==> src/rtl/instruction_decoder_if.sv <==
// Memory-port and datapath-control bundle between the SimpleCISC sequencer and its peers.
//   master: the sequencer (instruction_decoder): drives the memory request and datapath strobes.
//   slave : the memory/datapath side: returns read data, the ready handshake and the Z flag.
interface instruction_decoder_if;
  localparam int unsigned WORD_W = 16;

  // memory side
  logic [WORD_W-1:0] mem_rdata;
  logic              mem_ready;
  logic              mem_req;
  logic              mem_we;
  logic [1:0]        addr_sel;
  // datapath side
  logic              z;
  logic              pc_inc;
  logic              pc_load;
  logic [WORD_W-1:0] operand;
  logic [1:0]        src_sel;
  logic [1:0]        dst_sel;
  logic [3:0]        alu_fn;
  logic [1:0]        b_sel;
  logic              reg_we;
  logic              instr_done;
  logic              illegal;

  modport master (
    input  mem_rdata, mem_ready, z,
    output mem_req, mem_we, addr_sel, pc_inc, pc_load, operand,
           src_sel, dst_sel, alu_fn, b_sel, reg_we, instr_done, illegal
  );

  modport slave (
    output mem_rdata, mem_ready, z,
    input  mem_req, mem_we, addr_sel, pc_inc, pc_load, operand,
           src_sel, dst_sel, alu_fn, b_sel, reg_we, instr_done, illegal
  );
endinterface

==> src/rtl/instruction_decoder.sv <==
// SimpleCISC multi-cycle control sequencer: fetches an instruction word, decodes mode/class/fields,
// fetches the operand word when the mode needs one and drives memory and datapath strobes.
// Ports:
//   clk  - system clock, rising edge
//   rst  - synchronous active-high reset; all outputs forced to 0 while high
//   bus  - instruction_decoder_if.master: mem_rdata/mem_ready/z in; mem_req, mem_we, addr_sel,
//          pc_inc, pc_load, operand, src_sel, dst_sel, alu_fn, b_sel, reg_we, instr_done, illegal out
// State, IR, operand and the sticky illegal flag are registered. The per-cycle strobes are decoded
// from the registered state plus mem_ready, because they must coincide with the completing access.
module instruction_decoder (
  input  logic                  clk,
  input  logic                  rst,
  instruction_decoder_if.master bus
);

  localparam int unsigned WORD_W = 16;
  localparam int unsigned FLD_W  = 4;
  localparam int unsigned SEL_W  = 2;

  localparam logic [FLD_W-1:0] MODE_INH = 4'd0;
  localparam logic [FLD_W-1:0] MODE_PCR = 4'd1;
  localparam logic [FLD_W-1:0] MODE_IMM = 4'd2;
  localparam logic [FLD_W-1:0] MODE_DIR = 4'd3;
  localparam logic [FLD_W-1:0] MODE_IDX = 4'd4;

  localparam logic [FLD_W-1:0] CLS_LOAD  = 4'd0;
  localparam logic [FLD_W-1:0] CLS_STORE = 4'd1;
  localparam logic [FLD_W-1:0] CLS_ALU   = 4'd2;
  localparam logic [FLD_W-1:0] CLS_CTRL  = 4'd3;

  localparam logic [FLD_W-1:0] FN_REG    = 4'd0;
  localparam logic [FLD_W-1:0] FN_MEM    = 4'd8;
  localparam logic [FLD_W-1:0] FN_UN_LO  = 4'd1;  // NOT
  localparam logic [FLD_W-1:0] FN_UN_HI  = 4'd3;  // LSR
  localparam logic [FLD_W-1:0] FN_BIN_LO = 4'd4;  // ADD
  localparam logic [FLD_W-1:0] FN_BIN_HI = 4'd7;  // OR

  localparam logic [SEL_W-1:0] REG_ACC    = 2'd0;
  localparam logic [SEL_W-1:0] ASEL_PC    = 2'd0;
  localparam logic [SEL_W-1:0] ASEL_OP    = 2'd1;
  localparam logic [SEL_W-1:0] ASEL_OPX   = 2'd2;
  localparam logic [SEL_W-1:0] ASEL_PCREL = 2'd3;
  localparam logic [SEL_W-1:0] BSEL_REG   = 2'd0;
  localparam logic [SEL_W-1:0] BSEL_MEM   = 2'd1;
  localparam logic [SEL_W-1:0] BSEL_OPND  = 2'd2;

  typedef enum logic [2:0] {
    S_FETCH, S_DECODE, S_OPERAND, S_MEM, S_EXEC, S_TRAP
  } state_t;

  state_t             state;
  logic [WORD_W-1:0]  ir;
  logic [WORD_W-1:0]  operand_q;
  logic               illegal_q;

  logic [FLD_W-1:0]   mode, cls, fn;
  logic [SEL_W-1:0]   src, dst;
  logic               mode_opnd;   // IMMEDIATE, DIRECT or INDEXED
  logic               mode_mem;    // DIRECT or INDEXED
  logic               legal;
  logic               cond_true;

  logic               mem_req_c, mem_we_c, pc_inc_c, pc_load_c, reg_we_c, instr_done_c;
  logic [SEL_W-1:0]   addr_sel_c, b_sel_c;

  assign mode = ir[15:12];
  assign cls  = ir[11:8];
  assign src  = ir[7:6];
  assign dst  = ir[5:4];
  assign fn   = ir[3:0];

  assign mode_mem  = (mode == MODE_DIR) || (mode == MODE_IDX);
  assign mode_opnd = (mode == MODE_IMM) || mode_mem;

  // Legal class/mode/function combinations; anything not listed traps.
  always_comb begin
    legal = 1'b0;
    case (cls)
      CLS_LOAD: begin
        if (fn == FN_MEM)      legal = mode_opnd;
        else if (fn == FN_REG) legal = (mode == MODE_INH) && (src == REG_ACC) && (dst == REG_ACC);
      end
      CLS_STORE: legal = mode_mem && (fn == FN_REG);
      CLS_ALU: begin
        if (fn >= FN_UN_LO && fn <= FN_UN_HI)        legal = (mode == MODE_INH);
        else if (fn >= FN_BIN_LO && fn <= FN_BIN_HI) legal = mode_opnd;
      end
      CLS_CTRL:  legal = (mode == MODE_PCR) && (fn[3:2] == 2'b00);
      default:   legal = 1'b0;
    endcase
  end

  // Branch condition: 0 never, 1 always, 2 taken when Z=0, 3 taken when Z=1.
  always_comb begin
    cond_true = 1'b0;
    case (fn[1:0])
      2'd0:    cond_true = 1'b0;
      2'd1:    cond_true = 1'b1;
      2'd2:    cond_true = ~bus.z;
      default: cond_true = bus.z;
    endcase
  end

  // Sequencer state, instruction and operand registers.
  always_ff @(posedge clk) begin
    if (rst) begin
      state     <= S_FETCH;
      ir        <= '0;
      operand_q <= '0;
      illegal_q <= 1'b0;
    end else begin
      case (state)
        S_FETCH: begin
          if (bus.mem_ready) begin
            ir    <= bus.mem_rdata;
            state <= S_DECODE;
          end
        end
        S_DECODE: begin
          if (!legal) begin
            illegal_q <= 1'b1;
            state     <= S_TRAP;
          end else if (mode == MODE_INH) begin
            state <= S_EXEC;
          end else begin
            state <= S_OPERAND;
          end
        end
        S_OPERAND: begin
          if (bus.mem_ready) begin
            operand_q <= bus.mem_rdata;
            state     <= mode_mem ? S_MEM : S_EXEC;
          end
        end
        S_MEM: begin
          if (bus.mem_ready) state <= S_FETCH;
        end
        S_EXEC:  state <= S_FETCH;
        S_TRAP:  state <= S_TRAP;
        default: state <= S_FETCH;
      endcase
    end
  end

  // Per-cycle strobe decode from the current state.
  always_comb begin
    mem_req_c    = 1'b0;
    mem_we_c     = 1'b0;
    addr_sel_c   = ASEL_PC;
    pc_inc_c     = 1'b0;
    pc_load_c    = 1'b0;
    b_sel_c      = BSEL_REG;
    reg_we_c     = 1'b0;
    instr_done_c = 1'b0;
    case (state)
      S_FETCH, S_OPERAND: begin
        mem_req_c = 1'b1;
        pc_inc_c  = bus.mem_ready;
      end
      S_MEM: begin
        mem_req_c    = 1'b1;
        addr_sel_c   = (mode == MODE_IDX) ? ASEL_OPX : ASEL_OP;
        instr_done_c = bus.mem_ready;
        if (cls == CLS_STORE) begin
          mem_we_c = 1'b1;
        end else begin
          b_sel_c  = BSEL_MEM;
          reg_we_c = bus.mem_ready;
        end
      end
      S_EXEC: begin
        instr_done_c = 1'b1;
        if (cls == CLS_CTRL) begin
          addr_sel_c = ASEL_PCREL;
          pc_load_c  = cond_true;
        end else if (mode == MODE_IMM) begin
          reg_we_c = 1'b1;
          b_sel_c  = BSEL_OPND;
        end else if (cls == CLS_ALU) begin
          reg_we_c = 1'b1;   // unary ALU on the register file
        end
        // load INHERENT is the NOP: no strobes
      end
      default: ;
    endcase
  end

  // Reset forces every output low, so nothing partial leaks out once reset rises.
  assign bus.mem_req    = ~rst & mem_req_c;
  assign bus.mem_we     = ~rst & mem_we_c;
  assign bus.addr_sel   = rst ? ASEL_PC : addr_sel_c;
  assign bus.pc_inc     = ~rst & pc_inc_c;
  assign bus.pc_load    = ~rst & pc_load_c;
  assign bus.operand    = rst ? '0 : operand_q;
  assign bus.src_sel    = rst ? REG_ACC : src;
  assign bus.dst_sel    = rst ? REG_ACC : dst;
  assign bus.alu_fn     = (rst || cls != CLS_ALU) ? FN_REG : fn;
  assign bus.b_sel      = rst ? BSEL_REG : b_sel_c;
  assign bus.reg_we     = ~rst & reg_we_c;
  assign bus.instr_done = ~rst & instr_done_c;
  assign bus.illegal    = ~rst & illegal_q;

endmodule

==> src/flat_wrapper.sv <==
// flat-port wrapper written by rule: the top's interface ports become plain ports
module instruction_decoder_flat 
  (clk, rst, bus_mem_rdata, bus_mem_ready, bus_z, bus_mem_req, bus_mem_we, bus_addr_sel, bus_pc_inc, bus_pc_load, bus_operand, bus_src_sel, bus_dst_sel, bus_alu_fn, bus_b_sel, bus_reg_we, bus_instr_done, bus_illegal);
  instruction_decoder_if bus_i ();
  input  logic clk;
  input  logic rst;
  input wire logic [$bits(bus_i.mem_rdata)-1:0] bus_mem_rdata;
  input wire logic [$bits(bus_i.mem_ready)-1:0] bus_mem_ready;
  input wire logic [$bits(bus_i.z)-1:0] bus_z;
  output wire logic [$bits(bus_i.mem_req)-1:0] bus_mem_req;
  output wire logic [$bits(bus_i.mem_we)-1:0] bus_mem_we;
  output wire logic [$bits(bus_i.addr_sel)-1:0] bus_addr_sel;
  output wire logic [$bits(bus_i.pc_inc)-1:0] bus_pc_inc;
  output wire logic [$bits(bus_i.pc_load)-1:0] bus_pc_load;
  output wire logic [$bits(bus_i.operand)-1:0] bus_operand;
  output wire logic [$bits(bus_i.src_sel)-1:0] bus_src_sel;
  output wire logic [$bits(bus_i.dst_sel)-1:0] bus_dst_sel;
  output wire logic [$bits(bus_i.alu_fn)-1:0] bus_alu_fn;
  output wire logic [$bits(bus_i.b_sel)-1:0] bus_b_sel;
  output wire logic [$bits(bus_i.reg_we)-1:0] bus_reg_we;
  output wire logic [$bits(bus_i.instr_done)-1:0] bus_instr_done;
  output wire logic [$bits(bus_i.illegal)-1:0] bus_illegal;
  assign bus_i.mem_rdata = bus_mem_rdata;
  assign bus_i.mem_ready = bus_mem_ready;
  assign bus_i.z = bus_z;
  assign bus_mem_req = bus_i.mem_req;
  assign bus_mem_we = bus_i.mem_we;
  assign bus_addr_sel = bus_i.addr_sel;
  assign bus_pc_inc = bus_i.pc_inc;
  assign bus_pc_load = bus_i.pc_load;
  assign bus_operand = bus_i.operand;
  assign bus_src_sel = bus_i.src_sel;
  assign bus_dst_sel = bus_i.dst_sel;
  assign bus_alu_fn = bus_i.alu_fn;
  assign bus_b_sel = bus_i.b_sel;
  assign bus_reg_we = bus_i.reg_we;
  assign bus_instr_done = bus_i.instr_done;
  assign bus_illegal = bus_i.illegal;
  instruction_decoder u_core (.clk(clk), .rst(rst), .bus(bus_i));
endmodule
==> config.mk <==
export PLATFORM = sky130hd
export DESIGN_NAME = instruction_decoder_flat
export DESIGN_NICKNAME = d
export VERILOG_FILES = /design/src/rtl/instruction_decoder_if.sv /design/src/rtl/instruction_decoder.sv /design/src/flat_wrapper.sv
export SDC_FILE = /design/constraint.sdc
export NUM_CORES = 1
export LEC_CHECK = 0
export CORE_ASPECT_RATIO = 1.75
export CORE_MARGIN = 1
export CORE_UTILIZATION = 47
export CTS_CLUSTER_DIAMETER = 120
export DETAILED_ROUTE_END_ITERATION = 7
export PLACE_DENSITY = 0.83
export SYNTH_ARGS = -nofsm -noshare
export SYNTH_HDL_FRONTEND = slang
export SYNTH_SLANG_ARGS = --single-unit
==> constraint.sdc <==
create_clock -name clk -period 2.4 [get_ports clk]
set_clock_uncertainty 0.05 [all_clocks]
set_input_delay 0.48 -clock clk [delete_from_list [all_inputs] [get_ports clk]]
set_output_delay 0.48 -clock clk [all_outputs]
set_load 0.03 [all_outputs]
==> results.tsv, run 1 <==
metric	value	unit
status	complete, no violations	
Buf/Inv on CP	1	
Max clock buf depth	2	
peak per-stage delay on the critical path	690	ps
sequence of cells on the critical path	nor2_1 > nand3_1 > a31oi_1 > clkdlybuf4s50_1	
largest family of logic cells by synthesized area	simple AND/OR/NAND/NOR gates	
CP Launch Type	register	
yosys warns	0	
Area Overhead vs Synth	32.90	%
post-CTS setup buffer count	0	
worst skew pair latency	290	ps
FP Rows	30	
Final WS setup	84.33	ps
TritonCTS Sinks	36	
sequential area share after synthesis	37.67	%
max_slew headroom	62.75	%
r2r endpoint	u_core.state[2]$_SDFFE_PP0P_	
net count after synthesis	280	
CTS buffer count	5	
CP Capture Point	bus_b_sel[0]	
Leak Pwr	0.9127	nW
initial core utilization	49.01	%
Crit path depth	4	
Post-synth ARST share	0	%
top_reg_cell synth	dfxtp_1	
fin crit period	2316	ps
port bufs	54	
Tcrit/Tclk final	96.49	%
r2r setup slk	400	ps
Synth Area in Simple Gates	35.78	%
RSZ-0062 raised after global routing	no	
Unique masters post-synth	44	
vias post-DR	1940	
die area	4339	sq um
first drt pass iteration count	4	
mapped cell area	1913	sq um
FF-to-FF Start	u_core.ir[14]$_SDFFE_PP0P_	
Die Y	86.40	microns
Worst Setup End Kind	output port	
Min-Delay Path Class	register to register	
Die X-Extent	50.23	microns
gr usage total	23.00	%
Core Box Area	3904	sq um
final hold vios	0	
initial antenna violation count	0	
pin count of the biggest net entering global routing	53	
PwrDens	712.5	nW/um^2
Clock Pin Slew Worst Setup and Hold Paths	70	ps
Detail Placement HPWL	3356	microns
DR iter-0 viols	46	
CP top delay family	buffers and inverters	
RePlAce Congestion	0.9162	
setup TNS	0	ps
maximum vdd drop	0.0005191	V
crit path DAT	1790	ps
reg2reg path depth	5	
FF+latch count, synth	36	
critical path class	register to output port	
TritonCTS clock tree	yes	
DRC violations left	0	
Avg WL per Cell	13.05	microns
post-route ant nets	0	
share of cells above drive strength 1	14.10	%
Critical Path Source	u_core.state[2]$_SDFFE_PP0P_	
Cells after Synth	260	
# setup viols final	0	
antenna diode count	0	
Max-Cap Viols	0	
Post-Synth Adder-Cell Area	0	%
fmax	431.8	MHz
routed vias/inst	5.389	
syn avg cell area	7.358	sq um
dpl ws	53.12	ps
worst slew pin tran	557.4	ps
final slew viol count	0	
CTS root buf	clkbuf_8	
fraction of synthesized cell area in xor and xnor cells	0.4578	%
io pins	55	
WP data required	1870	ps
Compound-Gate Fraction of Synth Area	17.85	%
first-pass GRT wire length	7755	microns
H-tree depth reported by CTS	2	
Crit Path Max Fanout	9	
number of global-route vias before repair	1851	
final net count	331	
multiplexer share of the synthesized area	0.5232	%
Crit-path slowest cell	clkdlybuf4s50_1	
grt ovf	0	
Post-synth EDFFs	0	
wirelength, routed	4698	microns
-- synth_stat cells, types with 3 or more instances --
cell / instances / area, sq um
nor4_1: 4 / 25.02
a21oi_1: 37 / 185.2
clkbuf_8: 3 / 41.29
dfxtp_1: 36 / 720.7
clkbuf_1: 12 / 45.04
and2_1: 4 / 25.02
o21ai_0: 5 / 25.02
nand2_1: 73 / 274.0
nor4b_1: 3 / 26.28
nor2b_1: 24 / 150.1
nand3_1: 3 / 15.01
nor3_1: 4 / 20.02
nor2_1: 14 / 52.55
-- through the flow --
stage	hold WS, ps	power [mW]	instance area, sq um	util [%]	std cells
4_1_cts	404.3	1.817	2541	65.10	360
3_3_place_gp	388.7	1.360	2442	62.56	352
5_1_grt	425.4	1.923	2542	65.13	360
3_5_place_dp	394.6	1.371	2442	62.56	352
2_1_floorplan	381.8	1.223	1924	-	260
6_report	403.2	1.812	2542	65.13	360
-- cells by family (layout without fill, tap and decap cells) --
family / Yosys count / after routing
simple gates: 142 / 142
mux: 1 / 1
compound gates: 57 / 57
buf+inv: 23 / 75
flops: 36 / 36
xor+xnor: 1 / 1
-- tightest hold or removal path, stage by stage, from the launching register on --
cell and delay (ps):
dfxtp_1 310, nand2_1 50, a21oi_1 50
-- what timing repair did --
action | 4_1_cts | 5_1_grt
hold buffers | 0 | 0
setup endpoints to repair | 2 | 2
pin swaps | 0 | 2
gates resized for setup | 2 | 1
-- power breakdown --
group	switching, mW	internal (mW)	leakage (nW)	total (mW)
clock	0.211	0.229	0.0510	0.440
sequential	0.104	0.674	0.293	0.778
combinational	0.333	0.260	0.568	0.593
-- worst min path at each step --
stage	start	endpoint	slack, ps	cells past startpoint
final	u_core.operand_q[3]$_SDFFE_PP0P_	u_core.operand_q[3]$_SDFFE_PP0P_	400	2
after global routing	u_core.operand_q[7]$_SDFFE_PP0P_	u_core.operand_q[7]$_SDFFE_PP0P_	430	2
after floorplan	u_core.operand_q[0]$_SDFFE_PP0P_	u_core.operand_q[0]$_SDFFE_PP0P_	380	2
after global placement	u_core.operand_q[3]$_SDFFE_PP0P_	u_core.operand_q[3]$_SDFFE_PP0P_	390	2
after detailed placement	u_core.operand_q[3]$_SDFFE_PP0P_	u_core.operand_q[3]$_SDFFE_PP0P_	390	2
after CTS	u_core.operand_q[3]$_SDFFE_PP0P_	u_core.operand_q[3]$_SDFFE_PP0P_	400	2
-- metal layers --
metal | wire [microns] | vias up | share of wire, % | global-route usage (%)
met5 | 0 | - | 0 | 0
met4 | 93 | 0 | 2.0 | 11.95
met3 | 200 | 10 | 4.3 | 4.386
met2 | 2616 | 61 | 56 | 41.33
met1 | 1788 | 894 | 38 | 24.67
li1 | - | 975 | - | -
-- state kept, by name, indices dropped and copies added, names as in the netlist --
| name | count |
|---|---|
| u_core.ir | 16 |
| u_core.operand_q | 16 |
| u_core.state | 3 |
| u_core.illegal_q | 1 |
-- placed cells by master, fill, tap and decap left out, types with 3 or more instances in the layout --
cell type | netlist | routed
nand2_1 | 73 | 73
clkdlybuf4s50_1 | 0 | 40
a21oi_1 | 37 | 37
dfxtp_1 | 36 | 34
nor2b_1 | 24 | 24
buf_4 | 1 | 23
nor2_1 | 14 | 14
clkbuf_8 | 3 | 6
o21ai_0 | 5 | 5
nor3_1 | 4 | 4
and2_1 | 4 | 4
nor4_1 | 4 | 4
nand3_1 | 3 | 3
-- final cells by class --
type                    count  area (sq um)
clock buffers               6         82.58
repair buffers             65         598.1
multi-input cells         201          1061
fillers                   364          1361
clock inverters             2         10.01
inverters                   2         7.507
flip-flops and latches     36         723.2
well taps                  48         60.06
Note: power is estimated with default switching activity, not from simulation.
==> run 2: changes to the inputs <==
--- a/config.mk
+++ b/config.mk
@@ -11,6 +11,7 @@
 export CTS_CLUSTER_DIAMETER = 120
 export DETAILED_ROUTE_END_ITERATION = 7
 export PLACE_DENSITY = 0.83
+export SKIP_CTS_REPAIR_TIMING = 1
 export SYNTH_ARGS = -nofsm -noshare
 export SYNTH_HDL_FRONTEND = slang
 export SYNTH_SLANG_ARGS = --single-unit
==> results.tsv, run 2 (synthesis results as in run 1) <==
metric	value	unit
area of the multi-input gates	1061	sq um
post-route ant nets	0	
Crit-path slowest cell	clkdlybuf4s50_1	
final slew viol count	0	
wirelength, routed	4695	microns
Die Y	86.40	microns
initial antenna violation count	0	
Hold WS	403.2	ps
dpl ws	53.12	ps
number of global-route vias before repair	1850	
Max-Cap Viols	0	
fillers	364	
TritonCTS Sinks	36	
FF-to-FF Start	u_core.ir[14]$_SDFFE_PP0P_	
reg2reg path depth	5	
final net count	331	
share of cells above drive strength 1	14.10	%
gr usage total	22.92	%
pin count of the biggest net entering global routing	53	
sequence of cells on the critical path	nor2_1 > nand3_1 > a31oi_1 > clkdlybuf4s50_1	
max_slew headroom	62.75	%
Die X-Extent	50.23	microns
Hold Crit Depth	2	
TritonCTS clock tree	yes	
PwrDens	712.5	nW/um^2
first drt pass iteration count	4	
initial core utilization	49.01	%
# setup viols final	0	
DR iter-0 viols	46	
maximum vdd drop	0.0005191	V
CP top delay family	buffers and inverters	
Avg WL per Cell	13.04	microns
Buf/Inv on CP	1	
most frequent cells in the layout	nand2_1 (73), clkdlybuf4s50_1 (40), a21oi_1 (37)	
io pins	55	
worst skew pair latency	290	ps
status	complete, no violations	
antenna diode count	0	
worst slew pin tran	557.4	ps
register area	723.2	sq um
Crit Path Max Fanout	9	
final hold vios	0	
Min-Delay Path Class	register to register	
Area Overhead vs Synth	32.90	%
die area	4339	sq um
critical path class	register to output port	
crit path DAT	1790	ps
DRC violations left	0	
fmax	431.8	MHz
CTS buffer count	5	
first-pass GRT wire length	7728	microns
port bufs	54	
hold path startpoint	u_core.operand_q[3]$_SDFFE_PP0P_	
worst hold endpoint	u_core.operand_q[3]$_SDFFE_PP0P_	
Core Box Area	3904	sq um
r2r endpoint	u_core.state[2]$_SDFFE_PP0P_	
Detail Placement HPWL	3356	microns
routed vias/inst	5.389	
Clock Pin Slew Worst Setup and Hold Paths	70	ps
H-tree depth reported by CTS	2	
Leak Pwr	0.9127	nW
commonest non-fill, non-tap cell in the layout	nand2_1	
CP Launch Type	register	
vias post-DR	1940	
r2r setup slk	400	ps
CTS root buf	clkbuf_8	
RePlAce Congestion	0.9162	
leading registers by flop count	u_core.ir x16, u_core.operand_q x16, u_core.state x3	
RSZ-0062 raised after global routing	no	
Crit path depth	4	
WP data required	1870	ps
Final WS setup	84.33	ps
FP Rows	30	
peak per-stage delay on the critical path	690	ps
grt ovf	0	
fin crit period	2316	ps
Tcrit/Tclk final	96.49	%
Worst Setup End Kind	output port	
Max clock buf depth	2	
==> run 2: where the power goes <==
group | switching [mW] | internal, mW | leakage [nW]
clock | 0.211 | 0.229 | 0.0510
sequential | 0.104 | 0.674 | 0.293
combinational | 0.333 | 0.260 | 0.568
total | 0.648 | 1.16 | 0.913
==> run 2: layer usage <==
layer	vias to the layer above	GRT usage [%]	wire (microns)
met5	-	0	0
met4	0	11.95	93
met3	10	4.386	200
met2	61	41.33	2616
met1	894	24.45	1786
li1	975	-	-
==> run 2: how the worst max path moves through the flow <==
stage,startpoint,to,slack [ps]
after CTS,u_core.state[2]$_SDFFE_PP0P_,bus_reg_we,-120
after global placement,bus_mem_ready,bus_reg_we,80
after global routing,u_core.state[1]$_SDFFE_PP0P_,bus_mem_req,10
after detailed placement,bus_mem_ready,bus_reg_we,50
after floorplan,rst,bus_pc_inc,8
final,u_core.state[2]$_SDFFE_PP0P_,bus_b_sel[0],80
==> run 2: layout make-up <==
| class | count | area share, % |
|---|---|---|
| Sequential cell | 36 | 28.44 |
| Multi-Input combinational cell | 201 | 41.73 |
| Tap cell | 48 | 2.362 |
| Clock buffer | 6 | 3.248 |
| Timing Repair Buffer | 65 | 23.52 |
| Inverter | 2 | 0.2953 |
| Clock inverter | 2 | 0.3937 |
==> run 2: worst register-to-register path: stages, from the launching register on <==
cell,delay [ps]
dfxtp_1,460
or3b_1,420
a211o_1,320
a2111oi_2,350
a221o_2,200
a311oi_1,80
==> run 2: stage by stage <==
stage	power (mW)	area, sq um	TNS, ps	instances	utilization [%]
after floorplan	1.223	1924	0	260	-
after global placement	1.360	2442	0	352	62.56
after detailed placement	1.371	2442	0	352	62.56
after CTS	1.812	2535	-168.5	360	64.94
after global routing	1.923	2542	0	360	65.13
final	1.811	2542	0	360	65.13
